[src/rtl/somador_serial_nibble_if.sv]
// Request/result and external-adder signals of the serial nibble adder.
// slave is the controller view, master is the view of whoever drives it.
interface somador_serial_nibble_if #(
    parameter int NIBBLES = 4
);
    localparam int W = 4 * NIBBLES;

    // request side
    logic         start;
    logic         sub;
    logic [W-1:0] op_a;
    logic [W-1:0] op_b;
    logic         cin_in;

    // external 4-bit adder side
    logic [3:0]   add_a;
    logic [3:0]   add_b;
    logic         add_cin;
    logic [3:0]   add_s;
    logic         add_cout;

    // result side
    logic [W-1:0] result;
    logic         cout;
    logic         overflow;
    logic         busy;
    logic         ready;
    logic         done;

    modport slave (
        input  start, sub, op_a, op_b, cin_in, add_s, add_cout,
        output add_a, add_b, add_cin, result, cout, overflow, busy, ready, done
    );

    modport master (
        output start, sub, op_a, op_b, cin_in, add_s, add_cout,
        input  add_a, add_b, add_cin, result, cout, overflow, busy, ready, done
    );
endinterface

[src/rtl/somador_serial_nibble.sv]
// Multi-nibble add/subtract controller: feeds an external 4-bit adder one nibble
// per cycle, LSB first, chaining the carry and assembling a registered result.
module somador_serial_nibble #(
    parameter int NIBBLES = 4
) (
    input  logic                    clk,
    input  logic                    rst_n,
    somador_serial_nibble_if.slave  bus
);
    localparam int W     = 4 * NIBBLES;
    localparam int IDX_W = (NIBBLES > 1) ? $clog2(NIBBLES) : 1;

    typedef enum logic [1:0] {
        S_IDLE = 2'd0,
        S_RUN  = 2'd1,
        S_DONE = 2'd2
    } state_t;

    state_t           state_q,  state_d;
    logic [IDX_W-1:0] idx_q,    idx_d;
    logic [W-1:0]     a_q,      a_d;
    logic [W-1:0]     b_q,      b_d;
    logic [W-1:0]     result_q, result_d;
    logic             carry_q,  carry_d;
    logic             cout_q,   cout_d;
    logic             ovf_q,    ovf_d;
    logic             busy_q,   busy_d;
    logic             ready_q,  ready_d;
    logic             done_q,   done_d;

    logic [3:0]       a_nib [NIBBLES];
    logic [3:0]       b_nib [NIBBLES];
    logic [W-1:0]     result_upd;
    logic             run;
    logic             is_last;

    // Per-slice views of the latched operands and the result with the
    // currently addressed nibble replaced by the adder's sum.
    for (genvar gi = 0; gi < NIBBLES; gi++) begin : g_nib
        assign a_nib[gi] = a_q[4*gi +: 4];
        assign b_nib[gi] = b_q[4*gi +: 4];
        assign result_upd[4*gi +: 4] = (idx_q == IDX_W'(gi)) ? bus.add_s
                                                              : result_q[4*gi +: 4];
    end

    assign run     = (state_q == S_RUN);
    assign is_last = (idx_q == IDX_W'(NIBBLES - 1));

    assign bus.add_a   = run ? a_nib[idx_q] : 4'h0;
    assign bus.add_b   = run ? b_nib[idx_q] : 4'h0;
    assign bus.add_cin = run ? carry_q      : 1'b0;

    always_comb begin
        state_d  = state_q;
        idx_d    = idx_q;
        a_d      = a_q;
        b_d      = b_q;
        result_d = result_q;
        carry_d  = carry_q;
        cout_d   = cout_q;
        ovf_d    = ovf_q;

        case (state_q)
            S_IDLE, S_DONE: begin
                if (bus.start) begin
                    // Subtraction is A + ~B + 1; cin_in only matters for add.
                    a_d     = bus.op_a;
                    b_d     = bus.sub ? ~bus.op_b : bus.op_b;
                    carry_d = bus.sub ? 1'b1 : bus.cin_in;
                    idx_d   = '0;
                    ovf_d   = 1'b0;
                    state_d = S_RUN;
                end else begin
                    state_d = S_IDLE;
                end
            end
            S_RUN: begin
                result_d = result_upd;
                carry_d  = bus.add_cout;
                if (is_last) begin
                    cout_d  = bus.add_cout;
                    ovf_d   = (a_q[W-1] == b_q[W-1]) && (bus.add_s[3] != a_q[W-1]);
                    state_d = S_DONE;
                end else begin
                    idx_d = idx_q + 1'b1;
                end
            end
            default: state_d = S_IDLE;
        endcase

        busy_d  = (state_d == S_RUN);
        ready_d = (state_d != S_RUN);
        done_d  = (state_d == S_DONE);
    end

    always_ff @(posedge clk or negedge rst_n) begin
        if (!rst_n) begin
            state_q  <= S_IDLE;
            idx_q    <= '0;
            a_q      <= '0;
            b_q      <= '0;
            result_q <= '0;
            carry_q  <= 1'b0;
            cout_q   <= 1'b0;
            ovf_q    <= 1'b0;
            busy_q   <= 1'b0;
            ready_q  <= 1'b1;
            done_q   <= 1'b0;
        end else begin
            state_q  <= state_d;
            idx_q    <= idx_d;
            a_q      <= a_d;
            b_q      <= b_d;
            result_q <= result_d;
            carry_q  <= carry_d;
            cout_q   <= cout_d;
            ovf_q    <= ovf_d;
            busy_q   <= busy_d;
            ready_q  <= ready_d;
            done_q   <= done_d;
        end
    end

    assign bus.result   = result_q;
    assign bus.cout     = cout_q;
    assign bus.overflow = ovf_q;
    assign bus.busy     = busy_q;
    assign bus.ready    = ready_q;
    assign bus.done     = done_q;
endmodule

[src/flat_wrapper.sv]
// flat-port wrapper written by rule: the top's interface ports become plain ports
module somador_serial_nibble_flat 
#(
    parameter int NIBBLES = 4
)
  (clk, rst_n, bus_start, bus_sub, bus_op_a, bus_op_b, bus_cin_in, bus_add_s, bus_add_cout, bus_add_a, bus_add_b, bus_add_cin, bus_result, bus_cout, bus_overflow, bus_busy, bus_ready, bus_done);
  somador_serial_nibble_if #(.NIBBLES(NIBBLES)) bus_i ();
  input  logic clk;
  input  logic rst_n;
  input wire logic [$bits(bus_i.start)-1:0] bus_start;
  input wire logic [$bits(bus_i.sub)-1:0] bus_sub;
  input wire logic [$bits(bus_i.op_a)-1:0] bus_op_a;
  input wire logic [$bits(bus_i.op_b)-1:0] bus_op_b;
  input wire logic [$bits(bus_i.cin_in)-1:0] bus_cin_in;
  input wire logic [$bits(bus_i.add_s)-1:0] bus_add_s;
  input wire logic [$bits(bus_i.add_cout)-1:0] bus_add_cout;
  output wire logic [$bits(bus_i.add_a)-1:0] bus_add_a;
  output wire logic [$bits(bus_i.add_b)-1:0] bus_add_b;
  output wire logic [$bits(bus_i.add_cin)-1:0] bus_add_cin;
  output wire logic [$bits(bus_i.result)-1:0] bus_result;
  output wire logic [$bits(bus_i.cout)-1:0] bus_cout;
  output wire logic [$bits(bus_i.overflow)-1:0] bus_overflow;
  output wire logic [$bits(bus_i.busy)-1:0] bus_busy;
  output wire logic [$bits(bus_i.ready)-1:0] bus_ready;
  output wire logic [$bits(bus_i.done)-1:0] bus_done;
  assign bus_i.start = bus_start;
  assign bus_i.sub = bus_sub;
  assign bus_i.op_a = bus_op_a;
  assign bus_i.op_b = bus_op_b;
  assign bus_i.cin_in = bus_cin_in;
  assign bus_i.add_s = bus_add_s;
  assign bus_i.add_cout = bus_add_cout;
  assign bus_add_a = bus_i.add_a;
  assign bus_add_b = bus_i.add_b;
  assign bus_add_cin = bus_i.add_cin;
  assign bus_result = bus_i.result;
  assign bus_cout = bus_i.cout;
  assign bus_overflow = bus_i.overflow;
  assign bus_busy = bus_i.busy;
  assign bus_ready = bus_i.ready;
  assign bus_done = bus_i.done;
  somador_serial_nibble #(.NIBBLES(NIBBLES)) u_core (.clk(clk), .rst_n(rst_n), .bus(bus_i));
endmodule
[config.mk]
export PLATFORM = sky130hd
export DESIGN_NAME = somador_serial_nibble_flat
export DESIGN_NICKNAME = d
export VERILOG_FILES = /design/src/rtl/somador_serial_nibble_if.sv /design/src/rtl/somador_serial_nibble.sv /design/src/flat_wrapper.sv
export SDC_FILE = /design/constraint.sdc
export NUM_CORES = 1
export LEC_CHECK = 0
export BUFFER_PORTS_ARGS = -buffer_cell sky130_fd_sc_hd__buf_2
export CORE_MARGIN = 8
export CORE_UTILIZATION = 52
export CTS_CLUSTER_DIAMETER = 150
export DETAILED_ROUTE_END_ITERATION = 10
export GPL_TIMING_DRIVEN = 0
export PLACE_DENSITY = 0.79
export SLEW_MARGIN = 0
export SYNTH_ARGS = -nofsm -noshare
export SYNTH_HDL_FRONTEND = slang
export SYNTH_SLANG_ARGS = --single-unit
[constraint.sdc]
create_clock -name clk -period 1.86 [get_ports clk]
set_clock_uncertainty 0.15 [all_clocks]
set_input_delay 0.186 -clock clk [delete_from_list [all_inputs] [get_ports clk]]
set_output_delay 0.186 -clock clk [all_outputs]
set_load 0.05 [all_outputs]
# Word level (Yosys, flattened, before mapping)
# Cells that the tools add are included.
word_totals:
  register_bits: 58
  word_cells: 66
classes:
  n_addsub: 1
  magnitude_cmp: 1
  n_eq_ne: 13
  muxes: 22
  bitwise: 2
  reduce_logical: 13
op_table:
  columns: ["operator", "count"]
  rows:
  - ["2-to-1 mux 4 bit", 6]
  - ["binary-select mux 4 bit (select 2 bit)", 2]
  - ["2-to-1 mux 16 bit", 1]
  - ["inverter 16 bit", 1]
  - ["AND reduction 2 bit", 6]
  - ["equality test 2 bit (second input constant)", 4]
  - ["one-hot mux 2 bit (2 select lines)", 2]
  - ["equality test 2 x 1 -> 1 bit (second input constant)", 3]
  - ["2-to-1 mux 1 bit", 6]
  - ["2-to-1 mux 2 bit", 3]
  - ["!= test 2 bit (second input constant)", 3]
  - ["AND reduction 3 bit", 2]
  - ["zero test 2 bit", 2]
  - ["one-hot mux 1 bit (2 select lines)", 2]
  - [">= comparator 3 bit (second input constant)", 1]
  - ["inverter 2 -> 3 bit", 1]
  - ["adder 2 x 1 -> 2 bit (second input constant)", 1]
  - ["!= test 2 x 1 -> 1 bit (second input constant)", 1]
  - ["nonzero test 2 bit", 1]
  - ["OR reduction 2 bit", 1]
  - ["equality test 1 bit", 1]
  - ["logical AND 1 bit", 1]
  - ["!= test 1 bit", 1]

# Longest topological paths before layout
# Gate-level depths: netlist (run 1).
depth:
  depth_word: 5
  depth_mapped: 5
  ltp_nobuf: 4

# Least setup slack after synthesis (run 1)
# OpenSTA, ideal clock, no wires.
synth_timing:
  path_kind: "register to output"
  start: "register u_core.idx_q[0]"
  end: "output bus_add_a[3]"
  arrival_time_ns: 1.372
  required_time_ns: 1.524
  setup_slack_ns: 0.152
  path_stages_with_launch: 4
  path_buffers: 1
  cell_sequence: "dfrtp_1 > buf_6 > mux4_2 > and2_1"
synth_via:
  elab_chain_cells: 5
synth_lines:
  columns: ["item", "line", "text"]
  rows:
  - ["start: declaration", "somador_serial_nibble.sv:20", "logic [IDX_W-1:0] idx_q, idx_d;"]
  - ["start signal: assignment", "somador_serial_nibble.sv:111", "idx_q <= idx_d;"]
  - ["inverter 2 -> 3 bit (implied by the code)", "somador_serial_nibble.sv:49", "assign bus.add_a = run ? a_nib[idx_q] : 4'h0;"]
  - ["binary-select mux 4 bit (select 2 bit)", "somador_serial_nibble.sv:49", null]
  - ["2-to-1 mux 4 bit (implied by the code) (2 in series)", "somador_serial_nibble.sv:49", null]
  - ["2-to-1 mux 4 bit", "somador_serial_nibble.sv:49", null]
  - ["end: declaration", "flat_wrapper.sv:17", "output wire logic [$bits(bus_i.add_a)-1:0] bus_add_a;"]
# No other way between the ends. The select of a mux whose other input is x is not followed.

# Worst setup path in the final report (run 1)
layout_timing:
  start: "register u_core.idx_q[0]"
  end: "output bus_add_b[2]"
layout_via:
  elab_chain_cells: 5
layout_lines:
  columns: ["item", "line", "text"]
  rows:
  - ["inverter 2 -> 3 bit (implied by the code)", "somador_serial_nibble.sv:50", "assign bus.add_b = run ? b_nib[idx_q] : 4'h0;"]
  - ["binary-select mux 4 bit (select 2 bit)", "somador_serial_nibble.sv:50", null]
  - ["2-to-1 mux 4 bit (implied by the code) (2 in series)", "somador_serial_nibble.sv:50", null]
  - ["2-to-1 mux 4 bit", "somador_serial_nibble.sv:50", null]
  - ["end: declaration", "flat_wrapper.sv:18", "output wire logic [$bits(bus_i.add_b)-1:0] bus_add_b;"]
# No other way between the ends. The select of a mux whose other input is x is not followed.

==> results of run 1 <==
flip-flops by register name (all words and copies together), names as in the netlist:
register and cells:
u_core.a_q 16, u_core.bus.ready 1, u_core.bus.cout 1, u_core.bus.busy 1, u_core.b_q 16, u_core.bus.overflow 1
u_core.carry_q 1, u_core.idx_q 2, u_core.bus.result 16, u_core.state_q 2, u_core.bus.done 1
stage by stage:
step | std cells | power, µW | setup TNS, ns | setup slack [ns]
global placement | 340 | 5668 | 0 | 0.008094
floorplan | 200 | 4947 | 0 | 0.1518
detailed placement | 340 | 5776 | 0 | 0.007710
finish | 395 | 7476 | -1.497 | -0.2005
CTS | 391 | 7392 | -2.032 | -0.2256
global route | 395 | 7878 | -1.957 | -0.2627
power groups by stage:
stage / registers (µW) / clock network [µW] / logic [µW]
floorplan: 2980 / 0 / 1970
global placement: 2200 / 0 / 3470
detailed placement: 2240 / 0 / 3540
CTS: 2210 / 1200 / 3990
global route: 2310 / 1250 / 4310
finish: 2230 / 1180 / 4060
logic make-up (layout without fill, tap and decap cells):
group / Yosys count / in the layout
buf+inv: 16 / 141
compound gates: 22 / 22
mux: 43 / 43
fa+ha+maj: 4 / 4
simple gates: 41 / 41
xor+xnor: 16 / 16
flops: 58 / 58
tightest hold or removal path: stages:
cell and delay, ns:
buf_2 0.09, xnor2_1 0.11, o21ai_0 0.07
cell usage in the layout (no fill, tap or decap), types with 2 or more instances in the layout:
cell           instances
inv_1                  5
clkinv_2               3
ha_1                   3
mux2i_1                2
buf_2                 64
mux2_2                31
mux2_1                 2
mux4_2                 8
dlygate4sd3_1         32
buf_6                 13
dfrtp_1               56
clkbuf_8              11
nand2_1               21
nand2_2                2
o21ai_0               21
nand2b_1               2
buf_4                  8
and2_4                 8
xnor2_1               16
layout make-up:
cell class	instances	share of cell area
repair buffers	109	0.2090
clock inverters	5	0.01402
flip-flops and latches	58	0.3880
multi-input cells	126	0.2955
plain buffers	11	0.02471
inverters	5	0.005008
clock buffers	11	0.04040
well taps	70	0.02337
routing by layer:
metal / track usage / wire [µm] / vias to the layer above
li1: - / - / 928
met1: 0.2083 / 2673 / 965
met2: 0.2915 / 3017 / 57
met3: 0.07358 / 380 / 12
met4: 0.07031 / 116 / 0
met5: 0 / 0 / -
timing repair:
item                       in CTS  in global routing
hold buffers                   31                  1
setup endpoints to repair       8                 24
buffers inserted                4                  3
gates resized for setup        25                 10
hold endpoints to repair       41                 57
how the worst max path moves through the flow:
stage	slack, ns	endpoint
global placement	0.008	bus_add_b[0]
CTS	-0.23	bus_add_b[3]
finish	-0.20	bus_add_b[2]
floorplan	0.15	bus_add_a[3]
detailed placement	0.008	bus_add_b[0]
global route	-0.26	bus_add_b[2]
==> out/metrics.cfg, run 1 <==
[yosys]
syn_area_um2=2633
avgSynthCellArea_um2=13.16
synth_top_area_share=0.5418
synthSimpleGateAreaFrac=0.07700
muxShareOfSynthArea=0.2186
async_flop_share=1.000
synth.distinct_cells=26
synthesis.nets=246
syn_inst=200
seq_area_frac_synth=0.5518
synth-xor-area-share=0.05323
ys_warn_count=0
synth_compound_area_frac=0.04183
synth_area_leaders=dfrtp_1, mux2_2, mux4_2
ys.flop_type=dfrtp_1
synth_most_common_cell=dfrtp_1
yosysTopAreaCell=dfrtp_1
synth-edff-count=0
synth_seq_cells=58
synth_top_family_by_area=multiplexers
ys_top_cells_by_count=dfrtp_1, mux2_2, nand2_1
synth_fa_ha_area_frac=0.01901

[sta]
holdWs_ns=0.001557
fmax_mhz=485.3
setup_violations=8
hold_viol=0
worstMarginPinSlew_ns=0.7215
post-route-period-util=1.108
timing.final.ws_setup_ns=-0.2005
fin_crit_ns=2.061
relSlewSlack=0.5190
rsz0062_at_grt=true
maxSlewViolCount=0

[cts]
cts_tree=yes
clock_latency_ns=0.34
cts-root-buf=clkbuf_8
path_clk_slew_ns=0.07
cts_buffers=9
htreeDepth=3
clock_sinks=58
clock_path_buffers=2

[global_route]
grt_first_pass_wirelength_mm=10.33
grt.total_usage=0.1804
grt_start_max_net_pins=59
gr-total-overflow=0
antenna_found_initial=0
grt_pass1_vias=2121

[setup_path]
critPathLaunch=u_core.idx_q[0]$_DFFE_PN0P_
cp-end-kind=primary output
critPathMaxFanout=8
reg2reg_depth=6
required_ns=1.52
rrSetupSlack_ns=0.07
worstPathArrival_ns=1.72
worst_r2r_endpoint=u_core.bus.result[12]$_DFFE_PN0P_
slowest_delay_ns=0.49
crit_family=multiplexers
start_kind=flip-flop
cp_num_cells=4
cp_slowest_cell=mux4_2
worst-path-buf-inv=2
crit_type=reg -> out
crit_chain=buf_12 -> mux4_2 -> and2_4 -> buf_6
reg2reg_from=u_core.idx_q[0]$_DFFE_PN0P_

[power_and_ir_drop]
peakVddDrop_v=0.0009726
p_comb_frac=0.544
p_leak_uw=0.001765
switching_share=0.4279
power_switching_uw=3199
clkPwrFrac=0.158
p_int_uw=4278
seq_power_share=0.298
power_density_nw_per_um2=1995

[die]
ioPinCount=72
die-area_um2=7595
num_rows=26
fp.coreArea_um2=5010
die_w_um=87.15
start_util=0.5255
die_height_um=87.15

[final_layout]
nNetsFinal=366
area_delta_synth_final_pct=42.35
antenna_cells=0
drive_gt1_frac=0.4862
regArea_um2=1454
finalInstanceArea_um2=3747
final_core_util=0.7480
fill_cells=349
multiInputGateArea_um2=1107

[routing]
route.detailed.wl_per_inst_um=15.66
routed_wl_mm=6.187
drtIter0Drc=95
drt_pass1_iterations=4
vias=1962
drc=0
postRouteAntennaNets=0
via_per_inst=4.967

[place]
gp_congestion=0.8059
io_buffers=70
postPlaceCellArea_um2=3070
dp_hpwl_mm=3.962

[worst_hold_path]
holdPathEnd=u_core.b_q[5]$_DFFE_PN0P_
hold_path.class=in -> reg
min_path_cells=3
min-delay-start=bus_op_b[5]

[status]
violations=negative setup slack
status=finished, violations left

[flow_run]
cap_violations=0

No activity file was read; power rests on OpenSTA's default activity.
==> run 2, diff against run 1 <==
--- a/config.mk
+++ b/config.mk
@@ -7,11 +7,11 @@
 export LEC_CHECK = 0
 export BUFFER_PORTS_ARGS = -buffer_cell sky130_fd_sc_hd__buf_2
 export CORE_MARGIN = 8
-export CORE_UTILIZATION = 52
+export CORE_UTILIZATION = 49
 export CTS_CLUSTER_DIAMETER = 150
 export DETAILED_ROUTE_END_ITERATION = 10
 export GPL_TIMING_DRIVEN = 0
-export PLACE_DENSITY = 0.79
+export PLACE_DENSITY = 0.75
 export SLEW_MARGIN = 0
 export SYNTH_ARGS = -nofsm -noshare
 export SYNTH_HDL_FRONTEND = slang
==> run 2 against run 1 <==
  * The run still ends with negative setup slack left
  * Die area rose by 5.0%
  * Sequential power hardly changed
  * Setup slack better by 0.024 ns
  * First-iteration DRC count decreased by 18%
  * Critical path type unchanged
==> out/metrics.cfg, run 2 (same netlist as run 1, synthesis figures left out) <==
[place]
dp_hpwl_mm=4.163  ; +5.1%
gp_congestion=0.7747  ; -3.9%
postPlaceCellArea_um2=3070  ; unchanged
dp_slack_ns=-0.01228  ; -0.01999 ns
io_buffers=70  ; unchanged

[routing]
met2_length_mm=3.300  ; +9.4%
via_per_inst=4.836  ; -2.6%
postRouteAntennaNets=0  ; unchanged
routed_wl_mm=6.293  ; +1.7%
vias=1915  ; -2.4%
drc=0  ; unchanged
route.detailed.wl_per_inst_um=15.89  ; +1.5%
dr_wl_met3_um=315  ; -17%
top_layer_used=met4
drtIter0Drc=78  ; -18%
wl_met1_mm=2.570  ; -3.9%
drt_pass1_iterations=4  ; unchanged

[final_layout]
nNetsFinal=366  ; unchanged
drive_gt1_frac=0.4554  ; -0.03077
final_core_util=0.7191  ; -0.02892
finalInstanceArea_um2=3696  ; -1.4%
area_delta_synth_final_pct=40.40
layout_common_cells=buf_2, dfrtp_1, dlygate4sd3_1
final_common_cell=buf_2

[sta]
relSlewSlack=0.5176  ; -0.001377
fin_crit_ns=2.037  ; -0.02371 ns
maxSlewViolCount=0  ; unchanged
post-route-period-util=1.095  ; -0.01274
holdWs_ns=0.02098  ; +0.01943 ns
worstMarginPinSlew_ns=0.7235  ; +0.002066 ns
timing.final.ws_setup_ns=-0.1768  ; +0.02371 ns
rsz0062_at_grt=true
fmax_mhz=491.0  ; +1.2%
setup_violations=8  ; unchanged
hold_viol=0  ; unchanged

[status]
status=finished, violations left
violations=negative setup slack

[die]
start_util=0.5122  ; -0.01330
num_rows=26  ; unchanged
die_w_um=89.30  ; +2.5%
die-area_um2=7974  ; +5.0%
fp.coreArea_um2=5140  ; +2.6%
die_height_um=89.30  ; +2.5%
ioPinCount=72  ; unchanged

[cts]
htreeDepth=3  ; unchanged
cts_tree=yes
cts_buffers=9  ; unchanged
cts-root-buf=clkbuf_8
clock_path_buffers=2  ; unchanged
path_clk_slew_ns=0.06  ; about the same
clock_latency_ns=0.32  ; -0.02 ns
clock_sinks=58  ; unchanged

[global_route]
grt_first_pass_wirelength_mm=10.11  ; -2.1%
antenna_found_initial=0  ; unchanged
grt.total_usage=0.1726  ; -0.007764
grt_start_max_net_pins=59  ; unchanged
grt_pass1_vias=2115  ; -0.28%
gr-total-overflow=0  ; unchanged

[setup_path]
critPathLaunch=u_core.idx_q[0]$_DFFE_PN0P_
worst_r2r_endpoint=u_core.bus.result[8]$_DFFE_PN0P_
required_ns=1.52  ; about the same
reg2reg_from=u_core.idx_q[0]$_DFFE_PN0P_
reg2reg_depth=6  ; unchanged
start_kind=flip-flop
crit_type=reg -> out
cp-end-kind=primary output
critPathMaxFanout=8  ; unchanged
crit_end=bus_add_b[0]
rrSetupSlack_ns=0.15  ; +0.08 ns
worstPathArrival_ns=1.70  ; -0.02 ns

[flow_run]
cap_violations=0  ; unchanged

[power_and_ir_drop]
peakVddDrop_v=0.0009924  ; +2.0%
power_density_nw_per_um2=1953  ; -2.1%
p_leak_uw=0.001740  ; -1.4%

[worst_hold_path]
hold_path.class=in -> reg

-- run 2: power breakdown --
part / internal, µW / switching (µW) / total [µW]
clock network: 514 / 473 / 987
logic: 1650 / 2350 / 4000
registers: 1900 / 332 / 2230
total: 4070 / 3150 / 7220
-- run 2: metrics by stage --
step	cells	setup TNS, ns	total power [µW]
after global routing	395	-1.654	7610
final	396	-1.251	7220
after global placement	340	0	5686
after floorplan	200	0	4947
after CTS	393	-1.415	7228
after detailed placement	340	-0.03121	5800
-- run 2: final cells by class --
class                   instances  area [µm²]
flip-flops and latches         58        1454
fillers                       409        1444
multi-input cells             126        1095
repair buffers                109       787.0
clock buffers                  13       148.9
plain buffers                  11       87.58
well taps                      70       87.58
inverters                       5       18.77
clock inverters                 3       15.01
diodes                          1       2.502
-- run 2: worst max-delay path: stages, from the launching register on --
cell	delay (ns)
dfrtp_2	0.39
buf_8	0.15
mux4_2	0.51
and2_4	0.18
buf_6	0.15
-- run 2: worst min path at each step --
stage	slack [ns]	to	cells after the start	startpoint
finish	0.02	u_core.bus.result[7]$_DFFE_PN0P_	2	bus_add_s[3]
global route	0.02	u_core.bus.result[11]$_DFFE_PN0P_	2	bus_add_s[3]
global placement	0.26	u_core.a_q[14]$_DFFE_PN0P_	2	bus_op_a[14]
CTS	0.0006	u_core.bus.result[7]$_DFFE_PN0P_	2	bus_add_s[3]
floorplan	-0.26	u_core.a_q[0]$_DFFE_PN0P_	0	rst_n
detailed placement	0.26	u_core.a_q[13]$_DFFE_PN0P_	2	bus_op_a[13]
-- run 2: routing by layer --
layer / vias up / GRT usage
met5: - / 0
met4: 0 / 0.1027
met3: 10 / 0.04504
met2: 46 / 0.3030
met1: 931 / 0.1820
li1: 928 / -
-- run 2: what timing repair did --
item                                   in CTS  in global routing
pin swaps                                   0                  0
setup endpoints to repair                   8                  9
resized for setup                          27                  2
hold buffers                               34                  1
buffers inserted                            3                  1
endpoints found under the hold margin      42                 57
